$ cat config.mk
export PLATFORM = sky130hd
export DESIGN_NAME = alu_rom
export DESIGN_NICKNAME = d
export VERILOG_FILES = /design/src/rtl/alu_pkg.sv /design/src/rtl/alu_rom.sv
export SDC_FILE = /design/constraint.sdc
export NUM_CORES = 1
export LEC_CHECK = 0
export BUFFER_PORTS_ARGS = -buffer_cell sky130_fd_sc_hd__buf_2
export CORE_AREA = 10 10 47 49
export CTS_CLUSTER_DIAMETER = 200
export DETAILED_ROUTE_END_ITERATION = 6
export DIE_AREA = 0 0 57 59
export MAX_ROUTING_LAYER = met4
export PLACE_DENSITY = 0.33
export SLEW_MARGIN = 10
export SYNTH_ARGS = -nofsm -noshare
export SYNTH_HDL_FRONTEND = slang
export SYNTH_SLANG_ARGS = --single-unit
export TNS_END_PERCENT = 100
$ cat constraint.sdc
create_clock -name clk -period 0.9 [get_ports clk]
set_input_delay 0 -clock clk [delete_from_list [all_inputs] [get_ports clk]]
set_output_delay 0 -clock clk [all_outputs]
set_load 0.05 [all_outputs]
$ cat src/rtl/alu_pkg.sv
// Shared ALU control definitions: control codes, ROM address width and the
// {funct7[5], funct3} encodings, plus the ROM lookup used by alu_rom.
package alu_pkg;

    localparam int ALU_ADDR_W = 4;

    typedef enum logic [3:0] {
        ALU_ADD  = 4'd0,
        ALU_SUB  = 4'd1,
        ALU_SLL  = 4'd2,
        ALU_SLT  = 4'd3,
        ALU_SLTU = 4'd4,
        ALU_XOR  = 4'd5,
        ALU_SRL  = 4'd6,
        ALU_SRA  = 4'd7,
        ALU_OR   = 4'd8,
        ALU_AND  = 4'd9
    } alu_op_e;

    // Address = {funct7[5], funct3[2:0]}
    localparam logic [ALU_ADDR_W-1:0] ADDR_ADD  = 4'b0000;
    localparam logic [ALU_ADDR_W-1:0] ADDR_SUB  = 4'b1000;
    localparam logic [ALU_ADDR_W-1:0] ADDR_SLL  = 4'b0001;
    localparam logic [ALU_ADDR_W-1:0] ADDR_SLT  = 4'b0010;
    localparam logic [ALU_ADDR_W-1:0] ADDR_SLTU = 4'b0011;
    localparam logic [ALU_ADDR_W-1:0] ADDR_XOR  = 4'b0100;
    localparam logic [ALU_ADDR_W-1:0] ADDR_SRL  = 4'b0101;
    localparam logic [ALU_ADDR_W-1:0] ADDR_SRA  = 4'b1101;
    localparam logic [ALU_ADDR_W-1:0] ADDR_OR   = 4'b0110;
    localparam logic [ALU_ADDR_W-1:0] ADDR_AND  = 4'b0111;

    // Unused addresses fall back to ADD; no error indication is produced.
    function automatic alu_op_e alu_rom_lookup(input logic [ALU_ADDR_W-1:0] a);
        case (a)
            ADDR_ADD:  return ALU_ADD;
            ADDR_SUB:  return ALU_SUB;
            ADDR_SLL:  return ALU_SLL;
            ADDR_SLT:  return ALU_SLT;
            ADDR_SLTU: return ALU_SLTU;
            ADDR_XOR:  return ALU_XOR;
            ADDR_SRL:  return ALU_SRL;
            ADDR_SRA:  return ALU_SRA;
            ADDR_OR:   return ALU_OR;
            ADDR_AND:  return ALU_AND;
            default:   return ALU_ADD;
        endcase
    endfunction

endpackage

$ cat src/rtl/alu_rom.sv
// Registered ALU control ROM: translates {funct7[5], funct3} into an ALU
// control code one cycle later, zero-extended to Control_bits.
module alu_rom
    import alu_pkg::*;
#(
    parameter int Control_bits = 4
) (
    input  logic                    clk,
    input  logic                    reset,
    input  logic [ALU_ADDR_W-1:0]   addr,
    output logic [Control_bits-1:0] alu_ctrl_out
);

    generate
        if (Control_bits < 4) begin : g_bad_width
            $error("alu_rom: Control_bits must be >= 4");
        end
    endgenerate

    logic [3:0]              w_code;
    logic [Control_bits-1:0] r_ctrl;

    assign w_code = alu_rom_lookup(addr);

    // NOTE: sequential state uses non-blocking assignments so every register
    // samples its inputs from before the edge, independent of block order.
    always_ff @(posedge clk or posedge reset) begin
        if (reset) begin
            r_ctrl <= '0;
        end else begin
            r_ctrl <= Control_bits'(w_code);
        end
    end

    assign alu_ctrl_out = r_ctrl;

endmodule

# After elaboration in Yosys (flattened, before gate mapping)
# Memories as Yosys holds them, arrays and structs flattened. A register that Yosys moved wholly into a read port is not among the register bits.
# Cells that the tools add are included.
[totals]
regBits = 0
latch_bits = 0
ramBits = 0
rom_bits = 64
inputBits = 6
out_inout_bits = 4
word_cells = 1
mem_count = 1
[mem_list]
columns = ["memory", "words", "word_bits", "rd", "rd_ports_with_merged_regs", "write_ports", "line", "rtl"]
rows = [
  ["(no name shown)", 16, 4, 1, 1, 0, "alu_pkg.sv:34", "case (a)"],
]
[classes]
addsub = 0
mul = 0
div = 0
magnitude_cmp = 0
n_eq_ne = 0
n_shift = 0
n_mux = 0
bitwise = 0
n_reduce_logical = 0

# Longest topological paths before layout
[logic_depth]
depth_word = 0
mapped_depth = 4
mapped_depth_nobuf = 4

# Worst setup path before layout
# OpenSTA, ideal clock, no wires.
[synth_path]
path_kind = "in2reg"
startpoint = "input port addr[0]"
endpoint = "register r_ctrl[0] (netlist: alu_ctrl_out[0])"
setup_time_ns = 0.138
arrival_ns = 0.760
path_slack_ns = 0.001
stages = 4
n_path_buf = 0
cell_sequence = "inv_1 ha_1 inv_1 mux4_2"
[synth_rtl]
columns = ["element", "line", "rtl"]
rows = [
  ["start: declaration", "alu_rom.sv:10", "input logic [ALU_ADDR_W-1:0] addr,"],
  ["end: declaration", "alu_rom.sv:21", "logic [Control_bits-1:0] r_ctrl;"],
]

==> impl_summary.md <==
Detailed routing
The final routed wire length divided by cell count is around 10 µm. The detailed-routing iteration count for the pre-antenna-repair pass is 2. The final layout contains routed wiring with a total length of 529 µm. After detailed routing, the number of remaining DRC violations is 0. In the detailed route, the total length drawn on met2 is 248 µm. The routed layout has around 190 vias. In the routed layout, each cell is associated on average with a via count of roughly 3.6.

The initial detailed-routing violation count is 1. The highest layer touched by signal routing is met3. The post-route met1 wirelength is 227 µm.

The count of nets left with antenna violations once routing finished came out at 0. Detailed routing placed a total of about 53 µm of wire on met3.

Status
The flow ran to the end, and the final reports show no timing, DRC or antenna violations.

Synth
During synthesis, Yosys emitted a total of 0 warnings. By area the synthesized netlist is led by sky130_fd_sc_hd__dfrtp_1 (43%), sky130_fd_sc_hd__ha_1 (22%), sky130_fd_sc_hd__mux4_2 (9.8%), sky130_fd_sc_hd__inv_1 (6.5%), sky130_fd_sc_hd__o31ai_1 (6.5%). The number of nets handed over by synthesis was 30. The share of the synthesized area in the top cell type is 0.435.

The most used flip-flop cell after synthesis is sky130_fd_sc_hd__dfrtp_1. In this run, synthesis inferred 0 flip-flops with an integrated enable. After synthesis, the most frequently instantiated cells are sky130_fd_sc_hd__dfrtp_1 (4), sky130_fd_sc_hd__ha_1 (4), sky130_fd_sc_hd__inv_1 (4), sky130_fd_sc_hd__o31ai_1 (2). The flip-flop and latch count after synthesis is 4.

Dividing the synthesized area by the synthesized cell count gives 11.5 µm². In this run the cell area of the synthesized design comes to between 200 and 250 µm². The largest area contributor in the netlist is sky130_fd_sc_hd__dfrtp_1. The share of the Yosys chip area taken by registers is 0.435.

The share of async-settable or async-resettable flops after synthesis is 1.00. The synthesized netlist contains 10 unique library cells. The gate count of the mapped netlist is 20.

Setup path
In this design, the stage delay of the slowest critical-path cell is around 0.45 ns. The type of destination of the critical path is a flip-flop. The cell with the biggest individual delay on the critical path is sky130_fd_sc_hd__mux4_2.

Walking the worst path, the cells encountered are buf_2, inv_1, ha_1, inv_1, mux4_2. The kind of start point of the critical path is an input port. The signal arrival time at the worst endpoint is around 0.92 ns. Counting stages on the worst path, the most repeated cell is sky130_fd_sc_hd__inv_1.

The setup path with the least slack is of type in -> reg. Data on the critical path is required at its endpoint by slightly below 1 ns. The maximum fanout along the worst path is 3.

Floorplan
The region available for standard cell placement spans 0.00140 mm². The die is 59 µm tall. 10 I/O pins were placed. The die area is ~0.0034 mm². From left edge to right edge, the die measures between 50 and 60 µm. For this configuration, the core starts out at a cell density of 0.164. In this run the core area contains 14 standard-cell rows.

Flow run
The number of max-cap violations is 0.

Worst hold path
The worst hold path cell count is 2. The type of the tightest min-delay check is in -> reg.

Clocking
TritonCTS built the clock tree. The number of H-tree levels is 1. Once the clock tree was built, the resizer swapped 0 gates to a different size. The buffer levels on the longest clock path is 2. The clock-pin slew on the worst setup and hold paths is 0.03 ns. The clock net in this run drives a total of 4 sinks. The tree is rooted in a sky130_fd_sc_hd__clkbuf_4. The number of buffers inserted during clock tree synthesis is 3.

Finish
For this run, the post-layout net count is between 40 and 50. The antenna cell count is 0. In the final layout, the share of cells above drive strength 1 is 0.486. The filler cells instantiated in the layout total about 160.

The register with the most flip-flops in the layout has 4 of them. From synthesis to final layout, the design area changed by 55.4%.

STA
Dividing the final minimum period by the clock period gives 0.922. For the finished layout, the period the worst path requires is slightly above 0.8 ns. The number of pins with negative max-slew slack in the final report is 0. The final number of setup-violating endpoints is 0. The total count of hold-check failures in the final report was 0. Setup repair after global routing left no endpoint under its margin. The achievable frequency is around 1200 MHz. At the pin with the least slew margin, the transition time is around 0.26 ns. The worst pin sits at a relative slew slack of 0.830. The final critical-path setup slack is 0.0706 ns.

Pwr
VDD sags by at most 0.000315 V. For this design the static power due to leakage is about 0.20 nW. The power density over the cells is 1540 mW/mm². Total power for the finished layout comes to between 0.0005 and 0.0006 W.

GRT
The number of global-route vias before repair was approximately 220. The global-route wire length before repair is 848 µm. The remaining global-route overflow is 0.

The number of antenna violations at the first check in global routing is 0. Across every metal layer, demand over resource in global routing totals 0.0360. The maximum number of pins on one net before global-route repair is 7.

Placement
In this run the tool buffered the top-level ports with 9 buffer cells. The congestion estimate from routability-driven global placement came to approximately 0.66. The post-placement setup slack is -0.173 ns.
critical path, delay by kind of cell:
kind / cells / cell delay [ns]
muxes: 1 / 0.45
adders and majority gates: 1 / 0.27
buffers and inverters: 3 / 0.20
report_power, final:
group          total (W)  internal [W]  switching (W)  leakage [nW]
clock           0.000212      0.000148      0.0000636        0.0138
sequential      0.000197      0.000194     0.00000252        0.0517
combinational   0.000142     0.0000533      0.0000890         0.138
total           0.000551      0.000396       0.000155         0.204
kinds of logic (layout without fill, tap and decap cells):
kind of cell	count (synthesis)	in the layout	synth area share
AND/OR/NAND/NOR	5	5	0.120
adder cells (fa/ha/maj)	4	4	0.217
multiplexers	1	1	0.0978
flip-flops	4	4	0.435
AO/OA/AOI/OAI	2	2	0.0652
buffers and inverters	4	21	0.0652
area by class of cell:
cell class | count | area (µm²) | share of cell area
Sequential cell | 4 | 100 | 0.280
Multi-Input combinational cell | 12 | 115 | 0.322
Timing Repair Buffer | 14 | 85.1 | 0.238
Clock buffer | 3 | 22.5 | 0.0629
Inverter | 4 | 15.0 | 0.0420
Tap cell | 16 | 20.0 | 0.0559
cell usage in the layout, fill, tap and decap left out:
cell                            n
sky130_fd_sc_hd__nand3_1        1
sky130_fd_sc_hd__buf_2          9
sky130_fd_sc_hd__nor2_1         1
sky130_fd_sc_hd__dlygate4sd3_1  1
sky130_fd_sc_hd__buf_4          4
sky130_fd_sc_hd__and2_1         1
sky130_fd_sc_hd__ha_1           4
sky130_fd_sc_hd__mux4_2         1
sky130_fd_sc_hd__dfrtp_1        4
sky130_fd_sc_hd__inv_1          4
sky130_fd_sc_hd__o31ai_1        2
sky130_fd_sc_hd__and2b_2        1
sky130_fd_sc_hd__nand2_1        1
sky130_fd_sc_hd__clkbuf_4       3
routing by layer:
| layer | track usage | up-vias |
|---|---|---|
| met4 | 0.0403 | 0 |
| met3 | 0.0236 | 0 |
| met2 | 0.0496 | 9 |
| met1 | 0.0310 | 85 |
| met5 | - | - |
| li1 | - | 99 |
metrics by stage:
stage                     instance area [µm²]  setup TNS, ns  hold WS [ns]  instances   util
final                                     358              0        0.0262         53  0.255
after global routing                      358              0        0.0396         53  0.255
after CTS                                 358              0        0.0226         53  0.255
after detailed placement                  325         -0.173        -0.116         49  0.232
after global placement                    325         -0.153        -0.121         49  0.232
after floorplan                           230              0        -0.234         20      -
repair_timing:
| action | 4_1_cts | 5_1_grt |
|---|---|---|
| setup buffers | 0 | 0 |
| hold buffers | 1 | 0 |
| hold endpoints to repair | 4 | 0 |
worst paths after layout:
| path | startpoint | end |
|---|---|---|
| max in group asynchronous | reset | alu_ctrl_out[0]$_DFF_PP0_ |
| worst max-delay path | addr[0] | alu_ctrl_out[0]$_DFF_PP0_ |
| worst min-delay path | addr[3] | alu_ctrl_out[1]$_DFF_PP0_ |
| min in group asynchronous | reset | alu_ctrl_out[2]$_DFF_PP0_ |
Power figures use the tool's default switching activity.
